`config.mk`:
```
export PLATFORM = sky130hd
export DESIGN_NAME = signal_narrow
export DESIGN_NICKNAME = d
export VERILOG_FILES = /design/src/rtl/signal_narrow_pkg.sv /design/src/rtl/signal_narrow_fit.sv /design/src/rtl/signal_narrow.sv
export SDC_FILE = /design/constraint.sdc
export NUM_CORES = 1
export LEC_CHECK = 0
export ABC_CLOCK_PERIOD_IN_PS = 3500
export CAP_MARGIN = 30
export CORE_UTILIZATION = 53
export DETAILED_ROUTE_END_ITERATION = 12
export DONT_BUFFER_PORTS = 1
export GPL_ROUTABILITY_DRIVEN = 0
export GPL_TIMING_DRIVEN = 1
export PLACE_DENSITY = 0.75
export RECOVER_POWER = 50
export SYNTH_ARGS = -nofsm -noshare
export SYNTH_HDL_FRONTEND = slang
export SYNTH_SLANG_ARGS = --single-unit
```
`constraint.sdc`:
```
create_clock -name clk -period 3.5 [get_ports clk]
set_input_delay 0.7 -clock clk [delete_from_list [all_inputs] [get_ports clk]]
set_output_delay 0.7 -clock clk [all_outputs]
set_load 0.1 [all_outputs]
```
`src/rtl/signal_narrow_pkg.sv`:
```
// Shared datapath constants for the word-to-halfword narrowing path.
// The fit check, the output buffer and the overflow counter all use them.
package signal_narrow_pkg;

    localparam int IN_W_DEF  = 32;
    localparam int OUT_W_DEF = 16;
    localparam int CNT_W_DEF = 16;
    localparam int BUF_DEPTH = 2;

    localparam logic [15:0] SAT_MAX = 16'h7FFF;
    localparam logic [15:0] SAT_MIN = 16'h8000;

    // Encoding is {push, pop} so the operation can be built directly from the two strobes.
    typedef enum logic [1:0] {
        BUF_IDLE = 2'b00,
        BUF_POP  = 2'b01,
        BUF_PUSH = 2'b10,
        BUF_BOTH = 2'b11
    } buf_op_e;

endpackage

```
`src/rtl/signal_narrow_fit.sv`:
```
// Combinational signed-range check and narrowing of one word.
// Kept standalone so assembler/immediate-check logic can reuse it.
import signal_narrow_pkg::*;

module signal_narrow_fit #(
    parameter int IN_W  = IN_W_DEF,
    parameter int OUT_W = OUT_W_DEF
) (
    input  logic [IN_W-1:0]  word,
    input  logic             saturate,
    output logic [OUT_W-1:0] halfword,
    output logic             ovf
);

    logic [IN_W-OUT_W:0] upper_bits;
    logic                fits;

    // A word fits when every bit from the halfword sign bit upward is a copy of the sign.
    assign upper_bits = word[IN_W-1:OUT_W-1];
    assign fits       = (&upper_bits) | ~(|upper_bits);

    always_comb begin
        ovf      = ~fits;
        halfword = word[OUT_W-1:0];
        if (!fits && saturate) begin
            halfword = word[IN_W-1] ? {1'b1, {(OUT_W-1){1'b0}}}
                                    : {1'b0, {(OUT_W-1){1'b1}}};
        end
    end

endmodule

```
`src/rtl/signal_narrow.sv`:
```
// Stream narrower: 32-bit signed words in, 16-bit signed halfwords out,
// through a 2-entry buffer with a saturating count of out-of-range words.
import signal_narrow_pkg::*;

module signal_narrow #(
    parameter int IN_W     = IN_W_DEF,
    parameter int OUT_W    = OUT_W_DEF,
    parameter bit SATURATE = 1'b1,
    parameter int CNT_W    = CNT_W_DEF
) (
    input  logic             clk,
    input  logic             rst,
    input  logic             in_valid,
    output logic             in_ready,
    input  logic [IN_W-1:0]  in_data,
    output logic             out_valid,
    input  logic             out_ready,
    output logic [OUT_W-1:0] out_data,
    output logic             out_ovf,
    output logic [CNT_W-1:0] ovf_count,
    input  logic             clr_count
);

    logic [OUT_W-1:0] fit_data;
    logic             fit_ovf;

    logic [OUT_W-1:0] data_q [BUF_DEPTH];
    logic [OUT_W-1:0] data_d [BUF_DEPTH];
    logic             ovf_q  [BUF_DEPTH];
    logic             ovf_d  [BUF_DEPTH];
    logic [1:0]       occupancy_q;
    logic [1:0]       occupancy_d;
    logic [CNT_W-1:0] ovf_count_q;
    logic [CNT_W-1:0] ovf_count_d;

    logic             push;
    logic             pop;
    buf_op_e          buf_op;

    signal_narrow_fit #(
        .IN_W  (IN_W),
        .OUT_W (OUT_W)
    ) u_fit (
        .word     (in_data),
        .saturate (SATURATE),
        .halfword (fit_data),
        .ovf      (fit_ovf)
    );

    // in_ready depends only on registered occupancy so no combinational path runs from out_ready.
    assign in_ready  = (occupancy_q < 2'd2);
    assign out_valid = (occupancy_q != 2'd0);
    assign out_data  = data_q[0];
    assign out_ovf   = ovf_q[0];
    assign ovf_count = ovf_count_q;

    // Entry 0 is always the head; a pop shifts entry 1 forward.
    always_comb begin
        push        = in_valid && in_ready;
        pop         = out_valid && out_ready;
        buf_op      = buf_op_e'({push, pop});
        data_d      = data_q;
        ovf_d       = ovf_q;
        occupancy_d = occupancy_q;
        case (buf_op)
            BUF_PUSH: begin
                if (occupancy_q == 2'd0) begin
                    data_d[0] = fit_data;
                    ovf_d[0]  = fit_ovf;
                end else begin
                    data_d[1] = fit_data;
                    ovf_d[1]  = fit_ovf;
                end
                occupancy_d = occupancy_q + 2'd1;
            end
            BUF_POP: begin
                data_d[0]   = data_q[1];
                ovf_d[0]    = ovf_q[1];
                occupancy_d = occupancy_q - 2'd1;
            end
            BUF_BOTH: begin
                // Only reachable with one entry held, so the new word becomes the head.
                data_d[0] = fit_data;
                ovf_d[0]  = fit_ovf;
            end
            default: begin
            end
        endcase
    end

    always_comb begin
        ovf_count_d = ovf_count_q;
        if (clr_count) begin
            ovf_count_d = (push && fit_ovf) ? {{(CNT_W-1){1'b0}}, 1'b1} : '0;
        end else if (push && fit_ovf && !(&ovf_count_q)) begin
            ovf_count_d = ovf_count_q + {{(CNT_W-1){1'b0}}, 1'b1};
        end
    end

    always_ff @(posedge clk or posedge rst) begin
        if (rst) begin
            for (int i = 0; i < BUF_DEPTH; i++) begin
                data_q[i] <= '0;
                ovf_q[i]  <= 1'b0;
            end
            occupancy_q <= 2'd0;
            ovf_count_q <= '0;
        end else begin
            data_q      <= data_d;
            ovf_q       <= ovf_d;
            occupancy_q <= occupancy_d;
            ovf_count_q <= ovf_count_d;
        end
    end

endmodule

```
==> results of run 1 <==
## worst min path at each step
stage | endpoint | startpoint | slack, ns
finish | ovf_count[9]$_DFFE_PP0P_ | rst | 0.29
global route | ovf_count[15]$_DFFE_PP0P_ | rst | 0.32
CTS | ovf_count[10]$_DFFE_PP0P_ | rst | 0.20
detailed placement | data_q[0]$_DFFE_PP0P_ | data_q[0]$_DFFE_PP0P_ | 0.47
global placement | data_q[13]$_DFFE_PP0P_ | data_q[13]$_DFFE_PP0P_ | 0.46
floorplan | data_q[0]$_DFFE_PP0P_ | data_q[0]$_DFFE_PP0P_ | 0.45
## worst max-delay path: stages, from the launching register on
cell,delay [ns]
dfrtp_1,0.33
clkbuf_1,0.96
and3_1,0.35
nand4_1,0.32
or4_1,0.64
a21oi_1,0.15
## cells in the final DEF, fill, tap and decap left out, types with 2 or more instances in the layout
| cell | netlist | layout |
|---|---|---|
| a21oi_1 | 28 | 28 |
| a221oi_1 | 15 | 15 |
| buf_4 | 16 | 15 |
| bufinv_16 | 0 | 3 |
| clkbuf_1 | 11 | 8 |
| clkbuf_8 | 0 | 5 |
| dfrtp_1 | 52 | 52 |
| ha_1 | 3 | 3 |
| inv_1 | 23 | 23 |
| mux2_2 | 2 | 2 |
| mux2i_1 | 3 | 3 |
| nand2_1 | 24 | 24 |
| nand2b_1 | 2 | 2 |
| nand3_1 | 6 | 6 |
| nand4_1 | 8 | 8 |
| nor2_1 | 7 | 7 |
| nor2b_1 | 2 | 2 |
| nor3b_1 | 15 | 15 |
| nor4_1 | 4 | 4 |
| o21ai_0 | 19 | 19 |
| o21ai_1 | 5 | 5 |
| o31ai_1 | 8 | 8 |
| or3_1 | 5 | 5 |
| or4_1 | 8 | 8 |
| xnor2_1 | 3 | 3 |
## cell families after synthesis
group	count (synthesis)
and+or+nand+nor	85
AOI/OAI and AO/OA	80
buffers and inverters	55
DFF	52
muxes	6
xor gates and xnor gates	3
adders and majority gates	3
## registers in the layout, indices dropped and copies added, names as in the netlist
register	count
data_q	16
out_ovf	1
ovf_q	1
occupancy_q	2
ovf_count	16
out_data	16
## metal layers
metal / track usage, % / vias up / wire length, um / part of all wire (%)
li1: - / 1004 / - / -
met1: 26.0 / 989 / 2270 / 42
met2: 36.4 / 63 / 2700 / 50
met3: 8.50 / 6 / 376 / 6.9
met4: 8.33 / 0 / 68 / 1.3
met5: 0 / - / 0 / 0
## power by group through the flow
stage               sequential (mW)  combinational [mW]  clock [mW]
floorplan                     0.998                1.36           0
global placement               1.63               0.706           0
detailed placement             1.64               0.728           0
CTS                            1.62               0.731       0.569
global route                   1.66               0.813       0.593
finish                         1.62               0.718       0.560
## layout make-up
class,count,area [um2]
Clock buffer,5,68.8
Clock inverter,3,90.1
Fill cell,420,1910
Inverter,23,86.3
Multi-Input combinational cell,177,1150
Sequential cell,52,1300
Tap cell,67,83.8
Timing Repair Buffer,24,163
## stage by stage
step	instance area (um2)	setup slack (ns)	util (%)	total power [mW]
finish	2940	0.667	60.6	2.90
global route	2940	0.461	60.6	3.06
CTS	2970	1.04	61.3	2.92
detailed placement	2810	0.691	58.0	2.37
global placement	2790	0.825	57.6	2.33
floorplan	2730	0.876	-	2.35
==> summary.md, run 1 <==
| Metric | Value |
|---|---|
| First-pass GRT wire length | `9.16 mm` |
| Die H | `73.8 um` |
| Slew margin rel. | `8.38%` |
| Int Power | `1.41 mW` |
| Via count | `2062` |
| Clock Skew | `0.00642 ns` |
| Cell Rows | `25` |
| Post-synthesis mux area share | `2.47%` |
| Dpl hpwl | `3.79 mm` |
| Post-Synthesis Cells | `284` |
| Final hold vios | `0` |
| Post-Syn Area | `2730 um2` |
| DR iter-0 viols | `180` |
| Inserted Diodes | `0` |
| FF-to-FF End | `ovf_count[13]$_DFFE_PP0P_` |
| FFs w/ async S/R, synth | `100%` |
| Max clock buf depth | `2` |
| Total CTS buffers | `5` |
| First-pass DRT Iterations | `4` |
| Setup TNS | `0 ns` |
| Maximum vdd ir drop | `476 uV` |
| Antenna viol nets, final | `0` |
| DR DRC count | `0` |
| Largest family of logic cells by synthesized area | `compound AO/OA/AOI/OAI gates` |
| CTS tree | `built` |
| Final hold slack | `0.287 ns` |
| Top achievable clock speed | `353 MHz` |
| DR vias/cell | `5.87` |
| Switch share | `51.4%` |
| Final Non-Filler Cells | `351` |
| Width of the die | `73.8 um` |
| Static leakage | `1.24 nW` |
| #FFs+latches synth | `52` |
| Measured slew at the worst slew-check pin | `1.37 ns` |
| Initial antenna violation count | `0` |
| Simple-gate share of the synthesized area | `17.9%` |
| CP Max Fanout | `10` |
| Root buf cell | `clkbuf_8` |
| Top cell type's share of synthesized area | `47.6%` |
| Post-synth EDFFs | `0` |
| Synth area leaders | `dfrtp_1 48%, a21oi_1 5.1%, a221oi_1 4.8%, buf_4 4.4%, nor3b_1 4.1%` |
| Worst skew pair latency | `0.31 ns` |
| Worst setup path start | `ovf_count[4]$_DFFE_PP0P_` |
| Status | `completed` |
| Buffers on Ports | `0` |
| P_sw | `1.49 mW` |
| Syn avg cell area | `9.62 um2` |
| R2R cell count | `5` |
| Synth Area in Adders | `1.37%` |
| Final net count | `323` |
| Syn nets | `324` |
| Placed Cells | `343` |
| Max-slew violations | `0` |
| Core box area | `4850 um2` |
| Logic pwr share | `24.7%` |
| FF-to-FF Start | `ovf_count[4]$_DFFE_PP0P_` |
| Compound-cell area share of the yosys netlist | `19.3%` |
| Flop pwr share | `56.0%` |
| Hold WC Path Type | `in2async` |
| Worst path required time | `3.74 ns` |
| Count leader, synth | `dfrtp_1` |
| Ys flop type | `dfrtp_1` |
| H-tree depth | `2` |
| Critical Path AT | `3.07 ns` |
| Worst setup path endpoint | `ovf_count[13]$_DFFE_PP0P_` |
| Max_cap viols | `0` |
| Final period util | `80.9%` |
| Die Area | `5450 um2` |
| Vias in the first global route | `2016` |
| IO Pins | `72` |
| Drt total wl | `5.42 mm` |
| Clock slew at reported path FFs | `0.09 ns` |
| Clk pwr share | `19.3%` |
| Layout cell share with drive strength beyond 1 | `11.6%` |
| Ys Warns | `0` |
| Hold buffers post-CTS | `0` |
| GR Util All Layers | `22.1%` |
| WS Path Type | `reg2reg` |
| RSZ-0062 raised after global routing | `no` |
| Grt total ovfl | `0` |
| Distinct cells, synth | `36` |
| Largest net degree at the start of global routing | `43` |
| Crit end category | `flop` |
| Starting density of the core | `56.4%` |
| Setup Fix Bufs, Post-CTS | `0` |
| PD cells | `986 nW/um2` |
| R2R setup slack | `0.67 ns` |
| Post-synthesis xor/xnor area fraction | `0.962%` |
| Most frequent cells after synthesis | `52 x dfrtp_1, 28 x a21oi_1, 24 x nand2_1` |
| P&R area growth vs syn | `7.60%` |
| Final setup vio count | `0` |
| Wire per inst | `15.4 um` |
| Yosys top cell by area | `dfrtp_1` |
| Startpoint Class | `flop` |
| Cts repair resizes | `0` |
| Clk sinks | `52` |
| Fin crit period | `2.83 ns` |
| Register area share after synthesis | `47.6%` |
(Power assumes the default switching activity.)
==> run 2: changes to the inputs <==
--- a/config.mk
+++ b/config.mk
@@ -5,7 +5,7 @@
 export SDC_FILE = /design/constraint.sdc
 export NUM_CORES = 1
 export LEC_CHECK = 0
-export ABC_CLOCK_PERIOD_IN_PS = 3500
+export ABC_CLOCK_PERIOD_IN_PS = 2800
 export CAP_MARGIN = 30
 export CORE_UTILIZATION = 53
 export DETAILED_ROUTE_END_ITERATION = 12
==> constraint.sdc (replaced) <==
create_clock -name clk -period 2.8 [get_ports clk]
set_input_delay 0.56 -clock clk [delete_from_list [all_inputs] [get_ports clk]]
set_output_delay 0.56 -clock clk [all_outputs]
set_load 0.1 [all_outputs]
==> summary.md, run 2 (synthesis results as in run 1) <==
| Metric | Value |
|---|---|
| Static leakage | `1.21 nW (-2.6%)` |
| Startpoint Class | `flop` |
| Crit-path max cell delay | `1.00 ns (+0.04 ns)` |
| FF-to-FF End | `ovf_count[15]$_DFFE_PP0P_` |
| Logic pwr share | `26.2% (+1.5 points)` |
| Measured slew at the worst slew-check pin | `1.36 ns (-0.0161 ns)` |
| Clock slew at reported path FFs | `0.09 ns (about the same)` |
| Int Power | `1.58 mW (+12%)` |
| Hold buffers post-CTS | `0 (unchanged)` |
| CTS tree | `built` |
| Max-slew violations | `0 (unchanged)` |
| DR DRC count | `0 (unchanged)` |
| FF-to-FF Start | `ovf_count[12]$_DFFE_PP0P_` |
| P&R area growth vs syn | `5.17%` |
| Max clock buf depth | `2 (unchanged)` |
| Flop pwr share | `59.0% (+3.0 points)` |
| Clk sinks | `52 (unchanged)` |
| Layout cell share with drive strength beyond 1 | `10.9% (-0.74 points)` |
| Crit end category | `flop` |
| Final period util | `86.3% (+5.3 points)` |
| Status | `completed` |
| Critical path's slowest cell | `clkbuf_1` |
| Worst path required time | `3.04 ns (-0.70 ns)` |
| Cell Rows | `25 (unchanged)` |
| Maximum vdd ir drop | `585 uV (+23%)` |
| Most frequent cells in the layout | `52 x dfrtp_1, 28 x a21oi_1, 24 x nand2_1` |
| PD cells | `1200 nW/um2 (+21%)` |
| Vias in the first global route | `2063 (+2.3%)` |
| Root buf cell | `clkbuf_8` |
| R2R cell count | `4 (-1)` |
| Critical Path AT | `2.65 ns (-0.42 ns)` |
| Grt total ovfl | `0 (unchanged)` |
| RSZ-0062 raised after global routing | `no` |
| CP cell instances | `clkbuf_1 > nand4_1 > or4_1 > a21oi_1` |
| P_sw | `1.86 mW (+25%)` |
| Fin crit period | `2.42 ns (-0.418 ns)` |
| GR Util All Layers | `22.6% (+0.54 points)` |
| Inserted Diodes | `0 (unchanged)` |
| Hold worst-path end | `ovf_count[3]$_DFFE_PP0P_` |
| Max_cap viols | `0 (unchanged)` |
| WS Path Type | `reg2reg` |
| Switch share | `54.1% (+2.7 points)` |
| Final hold vios | `0 (unchanged)` |
| Final net count | `324 (+0.31%)` |
| Drt total wl | `5.50 mm (+1.4%)` |
| CP Max Fanout | `6 (-4)` |
| Worst hold path depth | `1` |
| Total CTS buffers | `5 (unchanged)` |
| Initial antenna violation count | `0 (unchanged)` |
| Largest net degree at the start of global routing | `53 (+23%)` |
| Die Area | `5450 um2 (unchanged)` |
| Clk pwr share | `14.9% (-4.4 points)` |
| Width of the die | `73.8 um (unchanged)` |
| Via count | `2100 (+1.8%)` |
| Final setup vio count | `0 (unchanged)` |
| R2R setup slack | `0.38 ns (-0.28 ns)` |
| Hold WC Path Type | `in2reg` |
| Antenna viol nets, final | `0 (unchanged)` |
| DR vias/cell | `5.97 (+1.6%)` |
| Setup TNS | `0 ns (unchanged)` |
| IO Pins | `72 (unchanged)` |
| Top achievable clock speed | `414 MHz (+17%)` |
| Post-Place Setup Slack | `0.617 ns (-0.0741 ns)` |
| Dpl hpwl | `3.71 mm (-2.1%)` |
| Slew margin rel. | `9.45% (+1.1 points)` |
| Wire per inst | `15.6 um (+1.1%)` |
| Worst skew pair latency | `0.31 ns (about the same)` |
| H-tree depth | `2 (unchanged)` |
| Final Worst Setup Slack | `0.384 ns (-0.282 ns)` |
| Buffers on Ports | `0 (unchanged)` |
| Die H | `73.8 um (unchanged)` |
| Starting density of the core | `56.4% (unchanged)` |
| First-pass GRT wire length | `9.38 mm (+2.4%)` |
| Setup Fix Bufs, Post-CTS | `0 (unchanged)` |
| Clock Skew | `0.00617 ns (-0.000249 ns)` |
| DR iter-0 viols | `158 (-12%)` |
| HP Start | `clr_count` |
| First-pass DRT Iterations | `4 (unchanged)` |
| Cts repair resizes | `0 (unchanged)` |
| Commonest non-fill, non-tap cell in the layout | `dfrtp_1` |
| Core box area | `4850 um2 (unchanged)` |
==> run 2: cell types whose count changed in the layout (fill, tap and decap cells not counted), sizes merged <==
cell	delta
clkbuf	+4
buf	-2
bufinv	-2
clkinv	+1
==> run 2: metal layers <==
metal | GRT usage (%) | up-vias | wire length, um
li1 | - | 1014 | -
met1 | 26.8 | 1019 | 2350
met2 | 39.6 | 60 | 2730
met3 | 6.31 | 7 | 346
met4 | 7.05 | 0 | 67
met5 | 0 | - | 0
==> run 2: stage by stage <==
step / std cells / hold slack, ns / instance area (um2) / power, mW / util (%)
detailed placement: 344 / 0.472 / 2810 / 2.96 / 57.9
global placement: 344 / 0.463 / 2810 / 2.91 / 57.9
floorplan: 284 / 0.451 / 2730 / 2.94 / -
CTS: 352 / 0.289 / 2910 / 3.48 / 60.1
finish: 352 / 0.305 / 2870 / 3.44 / 59.3
global route: 352 / 0.285 / 2870 / 3.64 / 59.3
==> run 2: how the worst max path moves through the flow <==
| stage | startpoint | to | cells after the start | slack [ns] |
|---|---|---|---|---|
| after global routing | ovf_count[12]$_DFFE_PP0P_ | ovf_count[15]$_DFFE_PP0P_ | 4 | 0.27 |
| after floorplan | ovf_count[0]$_DFFE_PP0P_ | ovf_count[1]$_DFFE_PP0P_ | 8 | 0.18 |
| final | ovf_count[12]$_DFFE_PP0P_ | ovf_count[15]$_DFFE_PP0P_ | 4 | 0.38 |
| after detailed placement | in_data[25] | ovf_count[2]$_DFFE_PP0P_ | 6 | 0.62 |
| after CTS | occupancy_q[0]$_DFFE_PP0P_ | out_data[9]$_DFFE_PP0P_ | 8 | 0.69 |
| after global placement | in_data[25] | ovf_count[2]$_DFFE_PP0P_ | 6 | 0.66 |
==> run 2: layout make-up <==
cell class                 count  area [um2]
multi-input combinational    177        1150
sequential                    52        1300
fill                         435        1970
tap                           67        83.8
inverter                      23        86.3
timing repair buffer          25         148
clock buffer                   6        72.6
clock inverter                 2        35.0
==> run 2: power groups by stage <==
stage | combinational (mW) | sequential, mW | clock, mW
floorplan | 1.70 | 1.25 | 0
global placement | 0.880 | 2.03 | 0
detailed placement | 0.912 | 2.05 | 0
CTS | 0.916 | 2.03 | 0.528
global route | 1.01 | 2.08 | 0.555
finish | 0.900 | 2.03 | 0.511
==> run 2: worst max-delay path: cells and delay by family (launching register included) <==
| family | cells | cell delay [ns] |
|---|---|---|
| AO/OA/AOI/OAI | 1 | 0.15 |
| buffers and inverters | 1 | 1.00 |
| AND/OR/NAND/NOR | 2 | 0.84 |
| flip-flops | 1 | 0.35 |
